## config.mk

```make
export PLATFORM = sky130hd
export DESIGN_NAME = mem_port_arbiter
export DESIGN_NICKNAME = d
export VERILOG_FILES = /design/src/rtl/mem_arb_pkg.sv /design/src/rtl/byte_lane_unit.sv /design/src/rtl/mem_port_arbiter.sv
export SDC_FILE = /design/constraint.sdc
export NUM_CORES = 1
export LEC_CHECK = 0
export BUFFER_PORTS_ARGS = -buffer_cell sky130_fd_sc_hd__clkbuf_2
export CAP_MARGIN = 20
export CORE_AREA = 2 2 104 106
export CTS_BUF_LIST = sky130_fd_sc_hd__clkbuf_8
export DETAILED_ROUTE_END_ITERATION = 8
export DIE_AREA = 0 0 106 108
export PLACE_DENSITY = 0.52
export SLEW_MARGIN = 0
export SYNTH_ARGS = -nofsm -noshare
export SYNTH_HDL_FRONTEND = slang
export SYNTH_SLANG_ARGS = --single-unit
```

## constraint.sdc

```tcl
create_clock -name clk -period 2.22 [get_ports clk]
set_input_delay 0.444 -clock clk [delete_from_list [all_inputs] [get_ports clk]]
set_output_delay 0.444 -clock clk [all_outputs]
set_load 0.005 [all_outputs]
```

## src/rtl/mem_arb_pkg.sv

```systemverilog
// mem_arb_pkg: shared owner encoding, response record, byte-enable width and burst default for the memory port arbiter
package mem_arb_pkg;
  localparam int BE_W = 4;
  localparam int MAX_DATA_BURST_DEF = 4;
  typedef enum logic [1:0] {OWN_NONE = 2'd0, OWN_FETCH = 2'd1, OWN_DATA = 2'd2} owner_t;
  typedef struct packed {
    owner_t     own;
    logic [1:0] lane;
    logic       byte_acc;
    logic       signext;
    logic       err;
    logic       wr;
  } resp_t;
endpackage

```

## src/rtl/byte_lane_unit.sv

```systemverilog
// byte_lane_unit: store lane enables/replication (byte_acc, st_lane, st_data -> st_be, st_wdata) and load lane select/extension (ld_* -> ld_data)
module byte_lane_unit
  import mem_arb_pkg::*;
(
  input  logic            byte_acc,
  input  logic [1:0]      st_lane,
  input  logic [31:0]     st_data,
  output logic [BE_W-1:0] st_be,
  output logic [31:0]     st_wdata,
  input  logic            ld_byte,
  input  logic [1:0]      ld_lane,
  input  logic            ld_signext,
  input  logic [31:0]     ld_raw,
  output logic [31:0]     ld_data
);
  logic [7:0] ld_b;
  always_comb begin
    st_be    = byte_acc ? BE_W'(1) << st_lane : {BE_W{1'b1}};
    st_wdata = byte_acc ? {4{st_data[7:0]}} : st_data;
    ld_b     = ld_raw[{ld_lane, 3'b000} +: 8];
    ld_data  = ld_byte ? {{24{ld_signext & ld_b[7]}}, ld_b} : ld_raw;
  end
endmodule

```

## src/rtl/mem_port_arbiter.sv

```systemverilog
// mem_port_arbiter: single memory port shared by fetch (if_*) and data (d_*) requesters; drives mem_* and returns one-cycle-later responses
module mem_port_arbiter
  import mem_arb_pkg::*;
#(
  parameter int MAX_DATA_BURST = MAX_DATA_BURST_DEF
) (
  input  logic            clk,
  input  logic            rst_n,
  input  logic            if_req,
  input  logic [31:0]     if_addr,
  output logic [31:0]     if_rdata,
  output logic            if_valid,
  output logic            if_stall,
  input  logic            d_read,
  input  logic            d_we,
  input  logic            d_byte,
  input  logic            d_signext,
  input  logic [31:0]     d_addr,
  input  logic [31:0]     d_wdata,
  output logic [31:0]     d_rdata,
  output logic            d_valid,
  output logic            d_stall,
  output logic            d_err,
  output logic            mem_en,
  output logic [BE_W-1:0] mem_be,
  output logic [29:0]     mem_addr,
  output logic [31:0]     mem_wdata,
  input  logic [31:0]     mem_rdata
);
  localparam int CW = $clog2(MAX_DATA_BURST + 1);
  logic [CW-1:0]   burst;
  resp_t           resp, resp_next;
  logic            data_req, fetch_grant, data_grant, mis, store, unused_if_lo;
  logic [BE_W-1:0] lane_be;
  logic [31:0]     lane_wdata, ld_data;
  assign unused_if_lo = ^if_addr[1:0];
  assign data_req     = d_read | d_we;
  assign fetch_grant  = rst_n & if_req & (~data_req | (burst == CW'(MAX_DATA_BURST)));
  assign data_grant   = rst_n & data_req & ~fetch_grant;
  assign mis          = ~d_byte & (|d_addr[1:0]);
  assign store        = data_grant & d_we & ~mis;
  assign if_stall     = rst_n & if_req & ~fetch_grant;
  assign d_stall      = rst_n & data_req & ~data_grant;
  assign mem_en       = fetch_grant | (data_grant & ~mis);
  assign mem_addr     = fetch_grant ? if_addr[31:2] : mem_en ? d_addr[31:2] : '0;
  assign mem_be       = store ? lane_be : '0;
  assign mem_wdata    = store ? lane_wdata : '0;
  byte_lane_unit u_lane (
    .byte_acc   (d_byte),
    .st_lane    (d_addr[1:0]),
    .st_data    (d_wdata),
    .st_be      (lane_be),
    .st_wdata   (lane_wdata),
    .ld_byte    (resp.byte_acc),
    .ld_lane    (resp.lane),
    .ld_signext (resp.signext),
    .ld_raw     (mem_rdata),
    .ld_data    (ld_data)
  );
  always_comb begin
    resp_next          = '0;
    resp_next.own      = fetch_grant ? OWN_FETCH : data_grant ? OWN_DATA : OWN_NONE;
    resp_next.lane     = d_addr[1:0];
    resp_next.byte_acc = d_byte;
    resp_next.signext  = d_signext;
    resp_next.err      = mis;
    resp_next.wr       = d_we;
  end
  always_ff @(posedge clk or negedge rst_n) begin
    if (!rst_n) begin
      burst <= '0;
      resp  <= '0;
    end else begin
      burst <= (!if_req || fetch_grant) ? '0 : (data_grant && burst != CW'(MAX_DATA_BURST)) ? burst + CW'(1) : burst;
      resp  <= resp_next;
    end
  end
  assign if_valid = rst_n & (resp.own == OWN_FETCH);
  assign d_valid  = rst_n & (resp.own == OWN_DATA);
  assign if_rdata = if_valid ? mem_rdata : '0;
  assign d_err    = d_valid & resp.err;
  assign d_rdata  = (d_valid & ~resp.err & ~resp.wr) ? ld_data : '0;
endmodule

```

# ---- Yosys cells after proc, flatten, opt, wreduce, memory -nomap -nowiden
# Index checks and enable logic that the tools add are counted.
dict set report totals {
  reg_bits 11
  inputBits 135
  elab_cells 58
}
dict set report classes {
  n_addsub 1
  n_eq_ne 4
  shifts 2
  n_mux 13
  n_bitwise 26
  n_reduce_logical 5
}
# cell count
set op_table {}
lappend op_table {{32-bit 2-to-1 mux} 5}
lappend op_table {{30-bit 2-to-1 mux} 2}
lappend op_table {{32-bit by 6-bit variable part select with 8-bit output} 1}
lappend op_table {{1-bit AND} 16}
lappend op_table {{4-bit 2-to-1 mux} 2}
lappend op_table {{1-bit NOT} 7}
lappend op_table {{3-bit 2-to-1 mux} 2}
lappend op_table {{2-bit 2-to-1 mux} 2}
lappend op_table {{1-bit by 2-bit left shift with 4-bit output (first input constant)} 1}
lappend op_table {{3-bit by 1-bit adder with 3-bit output (second input constant)} 1}
lappend op_table {{3-bit == test (second input constant)} 1}
lappend op_table {{3-bit != test (second input constant)} 1}
lappend op_table {{1-bit bitwise OR} 3}
lappend op_table {{2-bit by 1-bit == test with 1-bit output (second input constant)} 1}
lappend op_table {{2-bit == test (second input constant)} 1}
lappend op_table {{2-bit nonzero test} 1}
lappend op_table {{2-bit OR reduction} 1}
lappend op_table {{1-bit logical AND} 1}
lappend op_table {{1-bit logical NOT} 1}
lappend op_table {{1-bit logical OR} 1}

# ---- Longest topological paths before layout
# Gate-level depths: netlist (run 1).
dict set report logic_depth {
  depth_word 10
  mapped_depth 7
}

# ---- Modules after synthesis
# Synthesis (run 1) repeated with hierarchy kept, for this count alone.
dict set report unflattened {
  hier_cells 367
  area_unflattened_um2 2567.5
}
# mod instances cells_per_inst area_per_inst_um2
set modules_own_cells {}
lappend modules_own_cells {mem_port_arbiter 1 189 1547.7}
lappend modules_own_cells {byte_lane_unit 1 178 1019.7}

# ---- Least setup slack after synthesis (run 1)
# OpenSTA, ideal clock, no wires.
dict set report synth_path {
  path_kind {flip-flop to output port}
  startpoint {reg burst[0]}
  endpoint {out mem_addr[10]}
  arrival_ps 1361
  required_ps 1776
  path_slack_ps 415
  stages_incl_launch_ff 8
  n_path_buf 2
  cell_sequence {dfrtp_1 -> inv_1 -> ha_1 -> o2bb2ai_1 -> nor2b_1 -> clkbuf_1 -> buf_2 -> a22o_1}
}
dict set report synth_via {
  elab_chain_cells 9
}
# item line
set synth_rtl {}
lappend synth_rtl {{start, declared} mem_port_arbiter.sv:31} ;# logic [CW-1:0] burst;
lappend synth_rtl {{start signal, assigned} mem_port_arbiter.sv:74} ;# burst <= (!if_req || fetch_grant) ? '0 : (data_grant && burst != CW'(MAX_DATA_BURST)) ? burst + CW'(1) : burst ...
lappend synth_rtl {{3-bit == test *} mem_port_arbiter.sv:38} ;# assign fetch_grant = rst_n & if_req & (~data_req | (burst == CW'(MAX_DATA_BURST)));
lappend synth_rtl {{1-bit bitwise OR *} mem_port_arbiter.sv:38}
lappend synth_rtl {{1-bit AND *} mem_port_arbiter.sv:38}
lappend synth_rtl {{1-bit NOT} mem_port_arbiter.sv:39} ;# assign data_grant = rst_n & data_req & ~fetch_grant;
lappend synth_rtl {{1-bit AND} mem_port_arbiter.sv:39}
lappend synth_rtl {{1-bit AND} mem_port_arbiter.sv:44} ;# assign mem_en = fetch_grant | (data_grant & ~mis);
lappend synth_rtl {{1-bit bitwise OR} mem_port_arbiter.sv:44}
lappend synth_rtl {{30-bit 2-to-1 mux} mem_port_arbiter.sv:45} ;# assign mem_addr = fetch_grant ? if_addr[31:2] : mem_en ? d_addr[31:2] : '0;
lappend synth_rtl {{30-bit 2-to-1 mux *} mem_port_arbiter.sv:45}
lappend synth_rtl {{end, declared} mem_port_arbiter.sv:26} ;# output logic [29:0] mem_addr,
# Every way passes the cells marked *; elsewhere a longest branch is shown, timed or not.

# ---- Worst setup path after layout (run 1)
dict set report layout_path {
  startpoint {reg resp[6] (netlist bit)}
  endpoint {out d_rdata[7]}
}
dict set report layout_via {
  elab_chain_cells 5
}
# item line
set layout_rtl {}
lappend layout_rtl {{start, declared} mem_port_arbiter.sv:32} ;# resp_t resp, resp_next;
lappend layout_rtl {{start signal, assigned} mem_port_arbiter.sv:75} ;# resp <= resp_next;
lappend layout_rtl {{2-bit == test} mem_port_arbiter.sv:79} ;# assign d_valid = rst_n & (resp.own == OWN_DATA);
lappend layout_rtl {{1-bit AND} mem_port_arbiter.sv:79}
lappend layout_rtl {{1-bit AND (2 in a row)} mem_port_arbiter.sv:82} ;# assign d_rdata = (d_valid & ~resp.err & ~resp.wr) ? ld_data : '0;
lappend layout_rtl {{32-bit 2-to-1 mux} mem_port_arbiter.sv:82}
lappend layout_rtl {{end, declared} mem_port_arbiter.sv:20} ;# output logic [31:0] d_rdata,
# Every way passes these cells.

==> impl_metrics.ini, run 1 <==
[clock_tree]
clk_pin_slew_ns = 0.05
cts_root_buffer = clkbuf_8
clk_latency_ns = 0.24
cts_sinks = 11
htreeDepth = 1
cts_made_buffers = 3
clock_path_buffers = 2
cts_tree = done
cts_hold_buf = 0

[global_route]
grt_pass1_vias = 2934
grt.busiest_layer = met2
use_met2 = 0.286
grt_usage = 0.150
grt_pass1_wl_mm = 14.3
overflow = 0
antenna_found_initial = 0
grt_use_met3 = 0.0235
grt_max_degree = 38
met1_usage = 0.186

[layout]
syn2layout_area_growth_pct = 82.4
diodes = 0
seqCellArea_um2 = 275
final_nets = 702
nFillCells = 1104
drive_gt1_frac = 0.551
final_core_util = 0.373
multi_input_area_mm2 = 0.00166

[timing]
relSlewSlack = 0.790
hold_violations = 0
max_freq_mhz = 460
setup_violations = 0
rsz0062_at_grt = yes
worst_slack_ns = 0.0445
fin_setup_tns_ns = 0
finClkSkew_ns = 0.00836
finalMaxSlewViolations = 0
min_period_ns = 2.18
min_period_over_period = 0.980
tightest_slew_ns = 0.316

[pwr]
total_leakage_power_nw = 2.17
power.internal_w = 0.000594
p_sw_w = 0.000327
seqPwrFrac = 0.239
vdd_drop_max_uv = 232
total_power_w = 0.000921
p_clk_frac = 0.209
comb_power_share = 0.551
power.density_mw_per_mm2 = 241
netSwitchingFraction = 0.355

[setup_path]
critPathKind = register to output port
required_ns = 1.78
worstSetupStartpointType = register
crit_fanout = 32
cp-end-kind = output port
crit_arrival_ns = 1.73

[route]
vias = 3179
drt_wl_total_mm = 9.76
vias_per_cell = 4.54
drc = 0
dr.pass1.iters = 4
wire_per_inst_um = 13.9
drt-initial-drc-count = 155
drtAntennaViolNets = 0

[yosys]
synth_cell_types = 38
synth-seq-cells = 11
yosysSeqAreaShare = 0.132
avgSynthCellArea_um2 = 6.93
synthCells = 302
yosysWarnings = 0
syn_area_mm2 = 0.00209
synth_fp_nets = 439

[floorplan]
dieArea_mm2 = 0.0114
initial_core_util = 0.205
num_rows = 37
die_y_um = 108
core_mm2 = 0.0102
die_x_um = 106
ios = 271

[outcome]
status = complete, no violations

[placed_design]
port_buffers = 268
place.gp.congestion = 0.797
post-place-ws_ns = -0.0439
dp_hpwl_mm = 7.88

[hold_path]
hold_class = input port to asynchronous set/reset pin

[run]
drv_cap = 0
## cells by family (layout without fill, tap and decap cells)
logic type | Yosys count | in the layout | share of synthesized area
mux | 10 | 10 | 0.0484
simple gates | 133 | 133 | 0.356
fa+ha+maj | 2 | 2 | 0.0120
compound gates | 101 | 101 | 0.343
buf+inv | 42 | 304 | 0.0962
xor+xnor | 3 | 3 | 0.0126
flops | 11 | 11 | 0.131
## flip-flops by register name, indices dropped and copies added, names as in the netlist
name   count
burst      3
resp       8
## power by group through the flow
stage,registers (W),clock network (W),logic (W)
finish,0.000220,0.000193,0.000508
global route,0.000222,0.000205,0.000562
CTS,0.000220,0.000199,0.000491
detailed placement,0.000224,0,0.000473
global placement,0.000224,0,0.000466
floorplan,0.000219,0,0.000214
## synth_stat cells (all sizes together)
cell type | number | share of area
a211oi | 7 | 0.039
a21oi | 49 | 0.12
a22o | 32 | 0.13
and2 | 32 | 0.096
and2b | 1 | 0.0042
and4b | 1 | 0.0048
buf | 13 | 0.034
clkbuf | 17 | 0.041
dfrtp | 11 | 0.13
ha | 2 | 0.012
inv | 12 | 0.022
mux2 | 1 | 0.0054
mux2i | 9 | 0.043
nand2 | 14 | 0.026
nand2b | 49 | 0.15
nand3 | 4 | 0.0096
nand3b | 1 | 0.0036
nand4 | 1 | 0.0030
nor2 | 21 | 0.038
nor2b | 2 | 0.0060
nor3 | 4 | 0.0096
o21a | 1 | 0.0036
o21ba | 1 | 0.0048
o21bai | 1 | 0.0036
o22a | 1 | 0.0042
o22ai | 1 | 0.0030
o2bb2ai | 8 | 0.033
or2 | 1 | 0.0030
or3 | 1 | 0.0030
or4 | 1 | 0.0036
xor2 | 3 | 0.013
## routing by layer
layer	vias to the layer above	routed length, um	part of all wire
met5	-	0	0
met4	0	31	0.0032
met3	2	824	0.084
met2	175	4890	0.50
met1	1430	4010	0.41
li1	1572	-	-
## area by class of cell
| class | count | share of cell area |
|---|---|---|
| Sequential cell | 11 | 0.0721 |
| Clock inverter | 1 | 0.000983 |
| Tap cell | 136 | 0.0446 |
| Multi-Input combinational cell | 249 | 0.436 |
| Clock buffer | 3 | 0.0108 |
| Timing Repair Buffer | 288 | 0.424 |
| Inverter | 12 | 0.0118 |
## metrics by stage
step                      hold slack, ns  cell area (um2)  std cells
final                              0.200             3820        700
after global routing               0.232             3820        700
after CTS                          0.210             3710        697
after detailed placement           0.463             3600        689
after global placement             0.456             3600        689
after floorplan                    0.148             2090        302
## layout by cell type (no fill, tap or decap), drive strengths merged, types with 2 or more instances in the layout
cell type    n
nand3        4
xor2         3
dfrtp       11
o2bb2ai      8
nand2       14
ha           2
nor3         4
clkbuf     274
buf         17
inv         13
a22o        32
nand2b      49
nor2        21
nor2b        2
a211oi       7
mux2i        9
a21oi       49
and2        32
## path summary, 6_finish.rpt
kind | slack, ns | cells past startpoint | endpoint | start
max | 0.04 | 4 | d_rdata[7] | resp[6]
min | 0.20 | 2 | resp[2] | rst_n
max reg2reg | 1.00 | 5 | burst[0] | burst[0]
min reg2reg | 0.63 | 2 | burst[1] | burst[1]
max in group asynchronous | 1.84 | 2 | resp[3] | rst_n
min in group clk | 0.32 | 1 | resp[2] | d_signext
## what timing repair did
item                                    CTS  global route
setup buffers                             3             0
endpoints found under the setup margin   30            90
gates resized for setup                   6             8
pin swaps                                 1             1
cloned                                    1             3
## worst max-delay path, cell delays in order, from the launching register on
cell	delay (ns)
dfrtp_1	0.39
or4_4	0.55
buf_12	0.18
o21ba_2	0.26
clkbuf_2	0.12
(Power assumes the default switching activity.)
==> run 2: changes to the inputs <==
CTS_BUF_LIST = default   (was sky130_fd_sc_hd__clkbuf_8)
==> impl_metrics.ini, run 2 (synthesis results as in run 1) <==
[layout]
syn2layout_area_growth_pct = 82.4
reg_top3 = resp x8, burst x3
drive_gt1_frac = 0.551
final_core_util = 0.373
top_register = resp
stdcell_count = 700
final_common_cell = clkbuf_2
diodes = 0
final_nets = 702
mostFrequentLayoutCells = clkbuf_2 (268), nand2b_1 (49), a21oi_1 (49)
largest_reg_flops = 8

[clock_tree]
cts_sinks = 11
clock_path_buffers = 2
cts_root_buffer = clkbuf_8
clk_pin_slew_ns = 0.05
htreeDepth = 1
cts_made_buffers = 3
cts_hold_buf = 0
cts_tree = done
clk_latency_ns = 0.24

[timing]
max_freq_mhz = 460
min_period_ns = 2.17
whs_ns = 0.203
rsz0062_at_grt = yes
setup_violations = 0
tightest_slew_ns = 0.316
relSlewSlack = 0.790
finalMaxSlewViolations = 0
finClkSkew_ns = 0.00797
fin_setup_tns_ns = 0
min_period_over_period = 0.979
hold_violations = 0

[hold_path]
hold_class = input port to asynchronous set/reset pin

[setup_path]
cpPeakStageDelay_ns = 0.55
crit_fanout = 32
crit_arrival_ns = 1.73
path_buf_inv = 2
path_cells = or4_4 -> buf_12 -> o21ba_2 -> clkbuf_2
critPathTopFamily = simple AND/OR/NAND/NOR gates
critPathKind = register to output port
required_ns = 1.78
cp-end-kind = output port
slowest_stage = or4_4
worstSetupStartpointType = register

[floorplan]
die_y_um = 108
ios = 271
dieArea_mm2 = 0.0114
core_mm2 = 0.0102
num_rows = 37
die_x_um = 106
initial_core_util = 0.205

[global_route]
grt_max_degree = 38
grt_pass1_wl_mm = 14.3
antenna_found_initial = 0
overflow = 0
grt_pass1_vias = 2934
grt_usage = 0.150

[route]
wl_met3_um = 818
met2_length_mm = 4.89
drc = 0
vias = 3171
dr.pass1.iters = 4
vias_per_cell = 4.53
top_layer = met4
drt-initial-drc-count = 155
wl_met1_mm = 4.02
wire_per_inst_um = 13.9
drtAntennaViolNets = 0
drt_wl_total_mm = 9.76

[pwr]
power.density_mw_per_mm2 = 242
total_power_w = 0.000924
vdd_drop_max_uv = 241
total_leakage_power_nw = 2.17

[run]
drv_cap = 0

[placed_design]
dp_hpwl_mm = 7.88
place.gp.congestion = 0.797
port_buffers = 268
place_inst = 689

[outcome]
status = complete, no violations
run 2: worst paths after layout:
kind,start,end,slack [ns],depth (start not counted)
max,resp[6],d_rdata[7],0.05,4
min,rst_n,resp[2],0.20,2
max reg2reg,burst[0],burst[0],1.01,5
min reg2reg,burst[1],burst[1],0.63,2
max in group asynchronous,rst_n,resp[3],1.84,2
min in group clk,d_signext,resp[2],0.32,1
run 2: per-layer routing:
| layer | global-route usage | up-vias |
|---|---|---|
| li1 | - | 1571 |
| met1 | 0.186 | 1425 |
| met2 | 0.286 | 173 |
| met3 | 0.0235 | 2 |
| met4 | 0.00752 | 0 |
| met5 | 0 | - |
run 2: power breakdown:
part / switching, W / internal [W]
combinational: 0.000246 / 0.000262
sequential: 0.00000944 / 0.000211
clock: 0.0000704 / 0.000126
run 2: repair_timing:
item,4_1_cts,5_1_grt
resized for setup,6,8
pin swaps,1,1
setup endpoints to repair,30,90
gates cloned,1,3
buffers inserted,3,0
run 2: cell type report:
cell class | instances | area (um2)
Clock buffer | 4 | 45.0
Sequential cell | 11 | 275
Tap cell | 136 | 170
Fill cell | 1104 | 6410
Timing Repair Buffer | 288 | 1620
Inverter | 12 | 45.0
Multi-Input combinational cell | 249 | 1660
run 2: per-stage QoR:
stage	area (um2)	setup WS, ns
2_1_floorplan	2090	0.415
3_3_place_gp	3600	-0.00193
3_5_place_dp	3600	-0.0439
4_1_cts	3710	0.00279
5_1_grt	3820	-0.0530
6_report	3820	0.0460
